`src/rtl/riscv_mc_control.sv`:
```
// riscv_mc_control: multi-cycle control FSM for the RV32I core.
// Sequences FETCH -> DECODE -> EXEC -> (MEM) -> (WB) around the decoder, ALU,
// register file and PC. It also keeps a retired-instruction counter and a
// memory-timeout watchdog.
//
// Parameters
//   MEM_TIMEOUT  stalled mem_req cycles (1..255) tolerated before FAULT
//   CNT_W        instret width
// Ports
//   clk, rst                  clock; synchronous active-high reset
//   opcode/func3/func7        decoder fields (sampled in DECODE)
//   branch_taken              ALU compare result (used in EXEC)
//   mem_ready                 memory accepted/completed the current request
//   ir_we, pc_we, pc_sel      instruction register / PC controls
//   alu_src_b, alu_op         ALU operand select and operation {op7, func3}
//   reg_we, wb_sel            register-file write strobe and source select
//   mem_req, mem_we, mem_size memory request, store flag, access size
//   state, instret, fault     debug state, retired count, sticky timeout
//
// Build option: define RISCV_ILLEGAL_TRAP_EN to send illegal opcodes to a
// sticky TRAP state; otherwise they retire-free execute as a NOP (PC+4).
module riscv_mc_control #(
  parameter int unsigned MEM_TIMEOUT = 15,
  parameter int unsigned CNT_W       = 32
) (
  input  logic             clk,
  input  logic             rst,
  input  logic [6:0]       opcode,
  input  logic [2:0]       func3,
  input  logic [6:0]       func7,
  input  logic             branch_taken,
  input  logic             mem_ready,
  output logic             ir_we,
  output logic             pc_we,
  output logic [1:0]       pc_sel,
  output logic             alu_src_b,
  output logic [3:0]       alu_op,
  output logic             reg_we,
  output logic [1:0]       wb_sel,
  output logic             mem_req,
  output logic             mem_we,
  output logic [2:0]       mem_size,
  output logic [2:0]       state,
  output logic [CNT_W-1:0] instret,
  output logic             fault
);

  typedef enum logic [2:0] {
    StFetch  = 3'd0,
    StDecode = 3'd1,
    StExec   = 3'd2,
    StMem    = 3'd3,
    StWb     = 3'd4,
    StFault  = 3'd5,
    StTrap   = 3'd6
  } state_e;

  typedef enum logic [3:0] {
    ClsR, ClsI, ClsLd, ClsSt, ClsBr, ClsJal, ClsJalr, ClsLui, ClsAuipc, ClsIll
  } cls_e;

  localparam logic [7:0] WaitLimit = 8'(MEM_TIMEOUT - 1);

  state_e           state_q, state_d;
  cls_e             cls_q, cls_dec;
  logic [2:0]       func3_q;
  logic             func7_5_q;
  logic [7:0]       wait_q, wait_d;
  logic [CNT_W-1:0] instret_q;
  logic             fault_q;
  logic             retire;
  logic             mem_req_raw;

  // Only func7[5] distinguishes SUB/SRA; the other bits are don't-care here.
  logic unused_func7;
  assign unused_func7 = ^{func7[6], func7[4:0]};

  always_comb begin
    unique case (opcode)
      7'b0110011: cls_dec = ClsR;
      7'b0010011: cls_dec = ClsI;
      7'b0000011: cls_dec = ClsLd;
      7'b0100011: cls_dec = ClsSt;
      7'b1100011: cls_dec = ClsBr;
      7'b1101111: cls_dec = ClsJal;
      7'b1100111: cls_dec = ClsJalr;
      7'b0110111: cls_dec = ClsLui;
      7'b0010111: cls_dec = ClsAuipc;
      default:    cls_dec = ClsIll;
    endcase
  end

  always_comb begin
    state_d     = state_q;
    ir_we       = 1'b0;
    pc_we       = 1'b0;
    pc_sel      = 2'd0;
    alu_src_b   = 1'b0;
    alu_op      = 4'b0000;
    reg_we      = 1'b0;
    wb_sel      = 2'd0;
    mem_req_raw = 1'b0;
    mem_we      = 1'b0;
    mem_size    = 3'd0;
    retire      = 1'b0;

    unique case (state_q)
      StFetch: begin
        mem_req_raw = 1'b1;
        if (mem_ready) begin
          ir_we   = 1'b1;
          state_d = StDecode;
        end
      end
      StDecode: begin
        if (cls_dec == ClsIll) begin
`ifdef RISCV_ILLEGAL_TRAP_EN
          state_d = StTrap;
`else
          pc_we   = 1'b1;  // skip as NOP; pc_sel stays PC+4, no retire
          state_d = StFetch;
`endif
        end else begin
          state_d = StExec;
        end
      end
      StExec: begin
        unique case (cls_q)
          ClsR:    alu_op = {func7_5_q, func3_q};
          ClsI:    alu_op = {(func3_q == 3'b101) & func7_5_q, func3_q};  // SRAI only
          ClsBr:   alu_op = 4'b1000;
          default: alu_op = 4'b0000;
        endcase
        alu_src_b = !(cls_q == ClsR || cls_q == ClsBr);
        if (cls_q == ClsBr) begin
          pc_we   = 1'b1;
          pc_sel  = {1'b0, branch_taken};
          retire  = 1'b1;
          state_d = StFetch;
        end else if (cls_q == ClsLd || cls_q == ClsSt) begin
          state_d = StMem;
        end else begin
          state_d = StWb;
        end
      end
      StMem: begin
        mem_req_raw = 1'b1;
        mem_we      = (cls_q == ClsSt);
        mem_size    = func3_q;
        if (mem_ready) begin
          if (cls_q == ClsSt) begin
            pc_we   = 1'b1;
            retire  = 1'b1;
            state_d = StFetch;
          end else begin
            state_d = StWb;
          end
        end
      end
      StWb: begin
        reg_we  = 1'b1;
        pc_we   = 1'b1;
        retire  = 1'b1;
        state_d = StFetch;
        unique case (cls_q)
          ClsLd:   wb_sel = 2'd1;
          ClsJal:  begin wb_sel = 2'd2; pc_sel = 2'd1; end
          ClsJalr: begin wb_sel = 2'd2; pc_sel = 2'd2; end
          ClsLui:  wb_sel = 2'd3;
          default: wb_sel = 2'd0;
        endcase
      end
      StFault, StTrap: ;
      default: state_d = StFault;
    endcase

    // Stall watchdog; a ready arriving on the limit cycle wins.
    if (mem_req_raw && !mem_ready) begin
      wait_d = wait_q + 8'd1;
      if (wait_q == WaitLimit) begin
        state_d = StFault;
      end
    end else begin
      wait_d = 8'd0;
    end

    mem_req = mem_req_raw;
    if (rst) begin
      ir_we   = 1'b0;
      pc_we   = 1'b0;
      reg_we  = 1'b0;
      mem_req = 1'b0;
      mem_we  = 1'b0;
    end
  end

  always_ff @(posedge clk) begin
    if (rst) begin
      state_q   <= StFetch;
      cls_q     <= ClsR;
      func3_q   <= 3'd0;
      func7_5_q <= 1'b0;
      wait_q    <= 8'd0;
      instret_q <= '0;
      fault_q   <= 1'b0;
    end else begin
      state_q <= state_d;
      wait_q  <= wait_d;
      if (state_q == StDecode) begin
        cls_q     <= cls_dec;
        func3_q   <= func3;
        func7_5_q <= func7[5];
      end
      if (retire) begin
        instret_q <= instret_q + 1'b1;  // wraps silently
      end
      if (state_d == StFault) begin
        fault_q <= 1'b1;
      end
    end
  end

  assign state   = state_q;
  assign instret = instret_q;
  assign fault   = fault_q;

endmodule
```
`config.mk`:
```
export PLATFORM = sky130hd
export DESIGN_NAME = riscv_mc_control
export DESIGN_NICKNAME = d
export VERILOG_FILES = /design/src/rtl/riscv_mc_control.sv
export SDC_FILE = /design/constraint.sdc
export NUM_CORES = 1
export LEC_CHECK = 0
export ABC_AREA = 1
export CORE_MARGIN = 8
export CORE_UTILIZATION = 45
export DETAILED_ROUTE_END_ITERATION = 10
export PLACE_DENSITY = 0.72
export SLEW_MARGIN = 30
export SYNTH_ARGS = -nofsm -noshare
export SYNTH_HDL_FRONTEND = slang
export SYNTH_SLANG_ARGS = --single-unit
```
`constraint.sdc`:
```
create_clock -name clk -period 1.55 [get_ports clk]
set_input_delay 0.2325 -clock clk [delete_from_list [all_inputs] [get_ports clk]]
set_output_delay 0.2325 -clock clk [all_outputs]
set_load 0.1 [all_outputs]
```
==> impl_metrics.toml, run 1 <==
[outcome]
run_status = "finished with violations"
failed_checks = "negative setup slack"

[worst_hold_path]
hp-start = "wait_q[3]"
holdPathEnd = "wait_q[3]"
hold_path.class = "flip-flop to flip-flop"
hold_depth = 2

[worst_setup_path]
r2r_end = "instret[18]"
cp_slowest_cell = "dfxtp_2"
crit_fanout = 3
crit_required_ns = 1.32
reg2reg_slack_ns = -0.18
path_cells = "inv_1 -> nand2_1 -> nor2_2 -> nand3_1 -> nand3_2 -> inv_4 -> a21oi_4 -> buf_12"
crit_type = "flip-flop to output pin"
startpoint_type = "flip-flop"
crit-reg2reg-launch = "cls_q[2]"
arrival_ns = 1.69
crit_path_max_incr_delay_ns = 0.35
end_kind = "output pin"
r2r_cells = 11

[synthesis]
synth_cell_types = 33
ys_seq_area_share_pct = 32.3
syn-instance-count = 550
synth_nets = 574
yosys_warnings = 0
avgSynthCellArea_um2 = 5.86
synth_seq_cells = 52
syn_area_um2 = 3220

[final_layout]
drive_gt1_share_pct = 35.8
fin_nets = 705
instances_no_fill = 781
antennaDiodeCount = 0
syn2layout_area_growth_pct = 75.7
postLayoutCoreUtil_pct = 79.8

[timing]
slew_viol_final = 0
timing.hold.ws_ns = 0.486
fin_ws_ns = -0.376
max-slew-margin-rel_pct = 61.0
setup_violations = 55
min_period_over_period_pct = 124
hold_viol = 0
tns_ns = -6.15
rsz0062_at_grt = "yes"
max_freq_mhz = 519
fin_worst_skew_ns = 0.00870
tightestPinTransition_ns = 0.578
fin_crit_ns = 1.93

[detailed_routing]
wl_per_cell_um = 15.2
vias = 4079
drc = 0
drt_pass1_iterations = 5
wirelength_mm = 11.9
drt_iter0_markers = 292
via_per_inst = 5.22
ant_nets = 0

[global_route]
overflow = 0
antenna_found_initial = 0
gr-usage-all-layers_pct = 22.1
grt_pass1_vias = 3865
grt_max_degree = 20
grt_pass1_wl_mm = 18.1

[placement]
dp_hpwl_mm = 8.30
port-buffer-count = 67
place_congestion = 0.881
placed_cells = 749
dp_slack_ns = -0.409

[clock_tree]
clock_latency_ns = 0.32
path_clk_slew_ns = 0.11
cts_max_path_buffers = 2
htreeDepth = 2
clock_sinks = 52
cts_tree = "yes"
root_buffer = "clkbuf_8"
cts_made_buffers = 5

[power]
p_per_area_nw_per_um2 = 490
vdd.ir_drop.worst_uv = 453
power.leakage_nw = 2.20

[die]
rows = 31
core_um2 = 7100
die_w_um = 101
die_y_um = 101
io_pins = 74
start_util_pct = 45.4
dieArea_um2 = 10100

[run]
max_cap_viol_count = 0
area by class of cell:
cell class / count / area (µm²)
sequential: 52 / 1140
clock inverter: 3 / 46.3
multi-input combinational: 421 / 2220
clock buffer: 5 / 68.8
timing repair buffer: 136 / 1810
tap: 99 / 124
inverter: 65 / 265
fill: 476 / 1430
worst max path at each step:
| stage | end | start | slack [ns] |
|---|---|---|---|
| 3_5_place_dp | pc_we | opcode[6] | -0.41 |
| 2_1_floorplan | pc_sel[0] | state[2] | -0.50 |
| 3_3_place_gp | pc_we | opcode[6] | -0.35 |
| 5_1_grt | pc_sel[0] | cls_q[3] | -0.43 |
| 4_1_cts | pc_sel[0] | cls_q[3] | -0.31 |
| 6_report | pc_we | cls_q[2] | -0.38 |
state kept, by name, indices dropped and copies added, names as in the netlist:
register   count
fault          1
func3_q        3
wait_q         8
state          3
cls_q          4
instret       32
func7_5_q      1
cells by family after synthesis:
group / after synthesis / synth area share (%)
AND/OR/NAND/NOR: 347 / 44.2
buffers and inverters: 77 / 9.67
AO/OA/AOI/OAI: 62 / 10.2
flip-flops: 52 / 32.3
XOR/XNOR: 9 / 2.45
adder cells (fa/ha/maj): 3 / 1.16
cells in the mapped netlist (all sizes together):
cell type    n  area (µm²)
buf          6        45.0
dfxtp       52        1040
o21a         1        7.51
nand3       39         205
o21bai       2        15.0
a211oi       1        7.51
ha           3        37.5
nor2       102         393
xnor2        2        17.5
o21ai       11        55.1
o31ai        2        15.0
a21oi       44         224
o22ai        1        6.26
nor4         1        6.26
nor3b        1        7.51
xor2         7        61.3
nand2      184         693
nand4        5        31.3
clkbuf       6        22.5
inv         65         244
or2          1        6.26
nor3        13        75.1
and2         1        6.26
repair_timing:
item	CTS	global route
pin swaps	12	8
gates resized for setup	38	51
buffers inserted	12	12
hold buffers	0	0
cloned	0	1
endpoints found under the setup margin	27	55
report_power, final:
| part | internal (mW) | switching, mW | leakage [nW] |
|---|---|---|---|
| Combinational | 0.177 | 0.260 | 1.70 |
| Sequential | 1.32 | 0.0193 | 0.445 |
| Clock | 0.488 | 0.508 | 0.0548 |
| Total | 1.99 | 0.787 | 2.20 |
placed cells by master, fill, tap and decap left out, types with 3 or more instances in the layout:
master	synthesis	final
nor2_2	1	11
buf_12	0	55
inv_2	4	7
nor2_4	1	11
dfxtp_1	52	14
xor2_1	7	7
nand3_4	0	3
nand4_1	5	5
dfxtp_2	0	18
a21oi_2	1	8
nor3_4	0	6
nand3_1	37	32
buf_4	1	52
nand2_1	183	174
a21oi_4	0	4
dlygate4sd2_1	0	5
nor2_1	100	80
nor3_1	11	5
a21oi_1	43	32
o21ai_0	9	9
clkbuf_8	0	5
clkdlybuf4s50_1	0	9
inv_1	61	52
inv_4	0	4
dfxtp_4	0	20
nand2_2	1	9
buf_6	2	12
nand3_2	2	4
stage by stage:
| stage | cell area, µm² | total power, mW |
|---|---|---|
| CTS | 5380 | 2.74 |
| floorplan | 3480 | 1.57 |
| global route | 5660 | 2.86 |
| global placement | 5080 | 1.72 |
| detailed placement | 5080 | 1.74 |
| finish | 5660 | 2.78 |
worst max-delay path, delay by kind of cell, from the launching register on:
family | cells | cell delay [ns]
AOI/OAI and AO/OA | 1 | 0.16
and+or+nand+nor | 4 | 0.53
DFF | 1 | 0.35
buffers and inverters | 3 | 0.33
per-layer routing:
metal	wire, µm	track usage [%]	vias up
met3	763	5.59	45
met4	408	8.72	0
li1	-	-	1998
met2	5760	36.9	170
met1	4930	26.2	1866
met5	0	0	-
Power figures use the tool's default switching activity.
==> run 2, diff against run 1 <==
- CORE_MARGIN: 8 -> 4
==> run 2 against run 1 <==
The run still ends with negative setup slack left. Count of clock-buffer cells in the layout did not move. Wire length decreased by 0.86%. Flip-flop and latch count is the same. Sequential share of layout area fell by 0.17 points. Sequential power hardly changed. Combinational power increased by 2%. Maximum frequency shrank 0.43%. Die area fell by 15%. Clock skew is 0.0058 ns higher. Largest cell class unchanged. Largest power group unchanged.
==> impl_metrics.toml, run 2 (synthesized netlist as in run 1, its figures left out) <==
[timing]
rsz0062_at_grt = "yes"
setup_violations = 21
fin_worst_skew_ns = 0.0145
tightestPinTransition_ns = 0.451
min_period_over_period_pct = 125
fin_ws_ns = -0.385
timing.hold.ws_ns = 0.489
hold_viol = 0
max_freq_mhz = 517
slew_viol_final = 0
max-slew-margin-rel_pct = 69.9
tns_ns = -4.00
fin_crit_ns = 1.93

[final_layout]
instances_no_fill = 775
final_cell_mix = "nand2_1, nor2_1, buf_12"
drive_gt1_share_pct = 37.3
postLayoutCoreUtil_pct = 83.0
antennaDiodeCount = 0
syn2layout_area_growth_pct = 76.8
stdcell_area_um2 = 5700
largest_reg_flops = 32
fin_nets = 702
final_common_cell = "nand2_1"

[global_route]
grtUsageMet3_pct = 5.85
antenna_found_initial = 0
grt_pass1_vias = 3906
grt_pass1_wl_mm = 17.6
top_usage_layer = "met2"
overflow = 0
grt_max_degree = 23
grtUsageMet1_pct = 30.4
use_met2_pct = 44.4
gr-usage-all-layers_pct = 25.1

[placement]
dp_hpwl_mm = 8.19
placed_cell_area_um2 = 5140
placed_cells = 746
dp_slack_ns = -0.421
place_congestion = 0.924
port-buffer-count = 67

[clock_tree]
cts_made_buffers = 5
clock_latency_ns = 0.32
cts_tree = "yes"
clock_sinks = 52
path_clk_slew_ns = 0.11
htreeDepth = 2
cts_max_path_buffers = 2
root_buffer = "clkbuf_8"

[worst_setup_path]
crit_required_ns = 1.32
crit_fanout = 3
crit_type = "flip-flop to output pin"
startpoint_type = "flip-flop"
end_kind = "output pin"
arrival_ns = 1.70
reg2reg_slack_ns = -0.10
r2r_cells = 6
r2r_end = "cls_q[1]"
crit-reg2reg-launch = "state[0]"

[power]
power.leakage_nw = 2.21
p_per_area_nw_per_um2 = 464
total_power_mw = 2.64
vdd.ir_drop.worst_uv = 396

[detailed_routing]
wirelength_mm = 11.8
wl_per_cell_um = 15.2
vias = 4105
drc = 0
drt_pass1_iterations = 5
ant_nets = 0
via_per_inst = 5.30
drt_iter0_markers = 225

[run]
max_cap_viol_count = 0

[outcome]
failed_checks = "negative setup slack"
run_status = "finished with violations"

[die]
dieArea_um2 = 8580
io_pins = 74
die_w_um = 92.6
start_util_pct = 46.9
die_y_um = 92.6
core_um2 = 6870
rows = 30

[worst_hold_path]
hp-start = "wait_q[3]"
hold_depth = 2
holdPathEnd = "wait_q[3]"
hold_path.class = "flip-flop to flip-flop"
## run 2: cell count changes in the layout (fill, tap and decap cells not counted), sizes merged
cell / before / now
clkbuf: 6 / 5
bufinv: 1 / 0
clkinv: 0 / 2
buf: 121 / 119
clkinvlp: 2 / 1
## run 2: power breakdown
part	internal, mW	total [mW]	leakage, nW	switching, mW
Combinational	0.176	0.444	1.71	0.269
Sequential	1.32	1.35	0.445	0.0227
Clock	0.331	0.852	0.0487	0.521
Total	1.83	2.64	2.21	0.813
## run 2: what timing repair did
item / CTS / global route
endpoints found under the setup margin: 21 / 48
hold buffers: 0 / 0
setup buffers: 13 / 12
resized for setup: 35 / 66
pin swaps: 14 / 15
## run 2: worst max path at each step
stage / start / to / slack (ns) / cells after the start
floorplan: state[2] / pc_sel[0] / -0.50 / 2
global placement: opcode[6] / pc_we / -0.34 / 10
detailed placement: opcode[6] / pc_we / -0.42 / 10
CTS: cls_q[0] / pc_we / -0.29 / 8
global route: cls_q[3] / pc_sel[0] / -0.44 / 7
finish: cls_q[3] / pc_sel[0] / -0.38 / 7
## run 2: layout make-up
cell class	count	area, µm²
clock inverter	3	26.3
multi-input combinational	421	2270
timing repair buffer	133	1800
fill	432	1170
clock buffer	5	68.8
inverter	65	270
tap	96	120
sequential	52	1140
## run 2: layer usage
metal  routed length, µm  part of all wire [%]
met3                 890                   7.6
met2                5840                    50
met5                   0                     0
met4                 193                   1.6
met1                4830                    41
## run 2: worst max-delay path, stage by stage (launching register included)
cell and delay [ns]:
dfxtp_2 0.34, inv_2 0.09, nand2_2 0.08, inv_2 0.07, nand4_1 0.15, buf_4 0.19, o31ai_4 0.24, buf_12 0.21
==> run 3, diff against run 2 <==
- CAP_MARGIN: default -> 20
==> results of run 3 <==
Final layout, timing and power as in run 2 (identical DEF).
==> RTL change 1 (flow settings as in run 1) <==
Put one more register stage on the output `fault`, cleared by the reset. The value now appears one clock later. The other outputs are not delayed to match.
--- a/src/rtl/riscv_mc_control.sv
+++ b/src/rtl/riscv_mc_control.sv
@@ -222,6 +222,12 @@
 
   assign state   = state_q;
   assign instret = instret_q;
-  assign fault   = fault_q;
+  always_ff @(posedge clk) begin
+    if (rst) begin
+      fault <= '0;
+    end else begin
+      fault <= fault_q;
+    end
+  end
 
 endmodule
Formal check against the unedited RTL: no difference found for any inputs over 10 cycles, from zero or initial values and one cycle with rst high; that may be too few to reach the edited logic, so the function may still have changed.
==> RTL change 1 against run 1 <==
Design area is 0.99% higher. Utilization is 0.79 points higher. The flow still finishes with violations (setup timing). Sequential cell count is 1 higher. Critical path type unchanged. Wire length is 2.9% higher. Power is 1.1% higher. Via count is 1.2% higher. Setup slack better by 0.046 ns. Area after synthesis is 0.62% higher. Register-to-register slack better by 0.08 ns.
==> RTL change 1: results (changes against run 1) <==
* Clock group at 862 uW (-13%)
* Overall Power at 2.81 mW (+1.1%)
* Global Route Usage Sum at 21.8% (-0.27 points)
* Ratio of cells with drive above 1 in the final layout at 37.4% (+1.7 points)
* Post-place setup slack at -0.420 ns (-0.0110 ns)
* Classification of the worst-slack hold path: in2reg
* Avg Synthesized Cell Area at 5.91 sq um (+0.80%)
* Commonest cells post-synth: 180 x nand2_1, 97 x nor2_1, 58 x inv_1
* DP Wirelength at 8.16 mm (-1.7%)
* Final setup vio count at 48 (-13%)
* Max stage delay cell, worst path: dfxtp_4
* Met2 GRT Util at 39.6% (+2.7 points)
* Final antenna diode count at 0 (unchanged)
* Largest net degree at the start of global routing at 37 (+85%)
* Final WS setup at -0.330 ns (+0.0464 ns)
* Result of the run: complete, but fails checks
* Maximum fanout along the worst path at 5 (+2)
* Failing checks: setup timing
* Cells after DPL at 753 (+0.53%)
* Internal power summed over all cells at 1.92 mW (-3.6%)
* Post-synthesis sequential area ratio at 32.7% (+0.42 points)
* Clk tree area frac at 1.62% (-0.41 points)
* Global-route wire length before repair at 18.1 mm (-0.11%)
* Top-count cell post-synth: nand2_1
* DRC violation total after the first TritonRoute iteration at 262 (-10%)
* Clock Skew at 0.00871 ns (+0.0000121 ns)
* WL per Instance at 15.6 microns (+3.0%)
* Met1 Usage GRT at 23.3% (-2.9 points)
* Highest metal layer used by the detailed router: met4
* Register bit total from synthesis at 53 (+1.9%)
* Non-clock buffering overhead at 31.4% (-0.49 points)
* Non-filler cells in the finished layout at 780 (-0.13%)
* Transition time at the pin with the least slew margin at 0.574 ns (-0.00466 ns)
* Via-to-Cell Ratio at 5.29 (+1.4%)
* Clock Tree Root: clkbuf_8
* Layout net count at 704 (-0.14%)
* Invs w/o clock at 63 (-3.1%)
* Clock Latency Late Sink at 0.32 ns (about the same)
* Routability-driven placement congestion ratio at 0.912 (+3.5%)
* Worst reg-to-reg setup slack at -0.10 ns (+0.08 ns)
* Net count of the mapped netlist at 573 (-0.17%)
* Comb pwr share at 19.7% (+4.0 points)
* Sequential portion of the cell area at 19.9% (-0.15 points)
* Number of global-route vias before repair at 3962 (+2.5%)
* Met3 Routed Length at 835 microns (+9.4%)
* Synth area leaders: dfxtp_1 33%, nand2_1 21%, nor2_1 11%
* Post-Route M1 WL at 4.57 mm (-7.3%)
* Met3 usage in global routing at 5.94% (+0.35 points)
* Met2 wire length at 6.28 mm (+9.1%)
* Area of combinational cells with multiple inputs at 2310 sq um (+4.4%)
-- RTL change 1: changes by cell type after synthesis, sizes merged, moves of 2 or more --
| cell | change |
|---|---|
| inv | -2 |
| nand2 | -4 |
| nor2 | -3 |
| o21ai | +4 |
| xor2 | +2 |
-- RTL change 1: path summary, 6_finish.rpt --
kind | startpoint | depth (start not counted) | endpoint
max | state[0]$_SDFF_PP0_ | 8 | pc_we
min | rst | 3 | fault$_SDFF_PP0_
max reg2reg | state[0]$_SDFF_PP0_ | 8 | cls_q[2]$_SDFFE_PP0P_
min reg2reg | fault_q$_SDFFE_PP0N_ | 2 | fault$_SDFF_PP0_
-- RTL change 1: stage by stage --
step                      area [sq um]  hold WS, ns
after floorplan                   3500        0.367
after global placement            5150        0.435
after detailed placement          5150        0.440
after CTS                         5450        0.407
after global routing              5720        0.426
final                             5720        0.410
-- RTL change 1: what timing repair did --
item	4_1_cts	5_1_grt
endpoints found under the hold margin	0	0
setup buffers	9	11
setup endpoints to repair	18	55
gates cloned	0	0
gates resized for setup	52	57
pin swaps	15	10
-- RTL change 1: cell families (layout without fill, tap and decap cells) --
logic type / count (synthesis) / after routing / share of synthesized area [%]
buffers and inverters: 75 / 207 / 9.34
adders and majority gates: 3 / 3 / 1.16
DFF: 53 / 53 / 32.7
and+or+nand+nor: 343 / 343 / 43.4
AOI/OAI and AO/OA: 64 / 64 / 10.4
xor gates and xnor gates: 11 / 11 / 2.97
-- RTL change 1: worst max-delay path, delay by kind of cell (launching register included) --
| kind | cells | cell delay [ns] |
|---|---|---|
| AO/OA/AOI/OAI | 1 | 0.15 |
| buffers and inverters | 4 | 0.51 |
| AND/OR/NAND/NOR | 3 | 0.26 |
| flip-flops | 1 | 0.39 |
==> RTL change 2 (settings of run 1) <==
Made on the original files. Build with the macro `RISCV_ILLEGAL_TRAP_EN` defined.
--- a/src/rtl/riscv_mc_control.sv
+++ b/src/rtl/riscv_mc_control.sv
@@ -19,6 +19,8 @@
 //
 // Build option: define RISCV_ILLEGAL_TRAP_EN to send illegal opcodes to a
 // sticky TRAP state; otherwise they retire-free execute as a NOP (PC+4).
+`define RISCV_ILLEGAL_TRAP_EN
+
 module riscv_mc_control #(
   parameter int unsigned MEM_TIMEOUT = 15,
   parameter int unsigned CNT_W       = 32
Check against the original RTL: not equivalent (Yosys sat finds a counterexample within 4 cycles, from zero or initial values and one cycle with rst high).
==> RTL change 2 against run 1 <==
The run still ends with setup timing left. Hold slack worse by 0.0054 ns. Setup slack improved by 0.069 ns. Area after synthesis down 1.3%. Design area down 0.40%. Synthesized cell count shrank 2.9%. Non-clock buffer count shrank 8. Wire length decreased by 2.8%. Critical path depth shrank 3. Sequential cell count unchanged.
Power is not compared: it rests on default switching activity, and its combinational part moved more than twofold at a synthesized area within 25%.
==> RTL change 2: results (changes against run 1) <==
* Total wire length after detailed routing at 11.5 mm (-2.8%)
* Unique masters post-synth at 28 (-15%)
* Failing checks: setup timing
* Synth area leaders: dfxtp_1 33%, nand2_1 21%, nor2_1 12%
* Post-route worst hold slack at 0.481 ns (-0.00538 ns)
* Largest net degree at the start of global routing at 24 (+20%)
* DRC violation total after the first TritonRoute iteration at 284 (-2.7%)
* Non-filler cells in the finished layout at 752 (-3.7%)
* Origin of the critical flop-to-flop path: state[2]$_SDFF_PP0_
* Ratio of cells with drive above 1 in the final layout at 35.5% (-0.26 points)
* Transition time at the pin with the least slew margin at 0.514 ns (-0.0640 ns)
* Adder and majority gate portion of the synthesized area at 1.18% (+0.016 points)
* Vias after detailed routing at 4040 (-0.96%)
* Share of the synthesized netlist area taken by xor and xnor gates at 3.03% (+0.58 points)
* Commonest cells post-synth: 178 x nand2_1, 101 x nor2_1, 52 x dfxtp_1
* Worst Path Arrival at 1.62 ns (-0.07 ns)
* Final setup vio count at 41 (-25%)
* Total negative slack at -4.45 ns (+1.70 ns)
* Post-synthesis sequential area ratio at 32.7% (+0.43 points)
* Filler Cell Count at 429 (-9.9%)
* Worst reg-to-reg setup slack at -0.13 ns (+0.05 ns)
* Net count of the mapped netlist at 558 (-2.8%)
* Final WS setup at -0.307 ns (+0.0692 ns)
* Worst path max stage delay at 0.39 ns (+0.04 ns)
* Routability-driven placement congestion ratio at 0.949 (+7.7%)
* Post-place setup slack at -0.184 ns (+0.225 ns)
* Layout net count at 679 (-3.7%)
* Cell Area, Placed at 5040 sq um (-0.74%)
* Result of the run: complete, but fails checks
* Global Route Usage Sum at 21.6% (-0.46 points)
* Cell count after synthesis at 534 (-2.9%)
* Cells after DPL at 721 (-3.7%)
* Number of global-route vias before repair at 3814 (-1.3%)
* DP Wirelength at 7.80 mm (-6.0%)
RTL change 2: timing repair:
action / in CTS / in global routing
setup buffers: 13 / 12
pin swaps: 20 / 17
endpoints found under the setup margin: 41 / 61
gates cloned: 2 / 0
resized for setup: 48 / 35
RTL change 2: routing by layer:
metal  GRT usage [%]  share of wire [%]  vias up  wire length (microns)
met5               0                  0        -                      0
met3            3.46                7.6       40                    876
met4            8.26                3.1        0                    352
met1            26.7                 41     1864                   4740
li1                -                  -     1940                      -
met2            36.6                 48      196                   5550
RTL change 2: power breakdown:
part	switching, mW	total (mW)	internal (mW)
registers	0.0777	1.45	1.37
clock network	0.468	0.833	0.364
logic	0.862	1.49	0.632
total	1.41	3.78	2.37
RTL change 2: path summary, 6_finish.rpt:
check                             end  cells after the start
min              wait_q[3]$_SDFF_PP0_                      2
max                         pc_sel[0]                      5
max reg2reg  instret[17]$_SDFFE_PP0P_                     10
min reg2reg      wait_q[3]$_SDFF_PP0_                      2
RTL change 2: worst max-delay path, delay by kind of cell, from the launching register on:
kind | cells | cell delay (ns)
compound gates | 1 | 0.24
buf+inv | 2 | 0.28
simple gates | 2 | 0.40
flops | 1 | 0.39
RTL change 2: cell families after synthesis:
kind of cell | Yosys count
flip-flops | 52
AO/OA/AOI/OAI | 65
XOR/XNOR | 11
adder cells (fa/ha/maj) | 3
buffers and inverters | 63
AND/OR/NAND/NOR | 340
RTL change 2: layout make-up:
type                            count  area [sq um]  area share (%)
Multi-Input combinational cell    419          2310            40.9
Timing Repair Buffer              128          1790            31.8
Sequential cell                    52          1140            20.1
Inverter                           49           191            3.39
Tap cell                           96           120            2.13
Clock buffer                        7          86.3            1.53
Clock inverter                      1          7.51           0.133
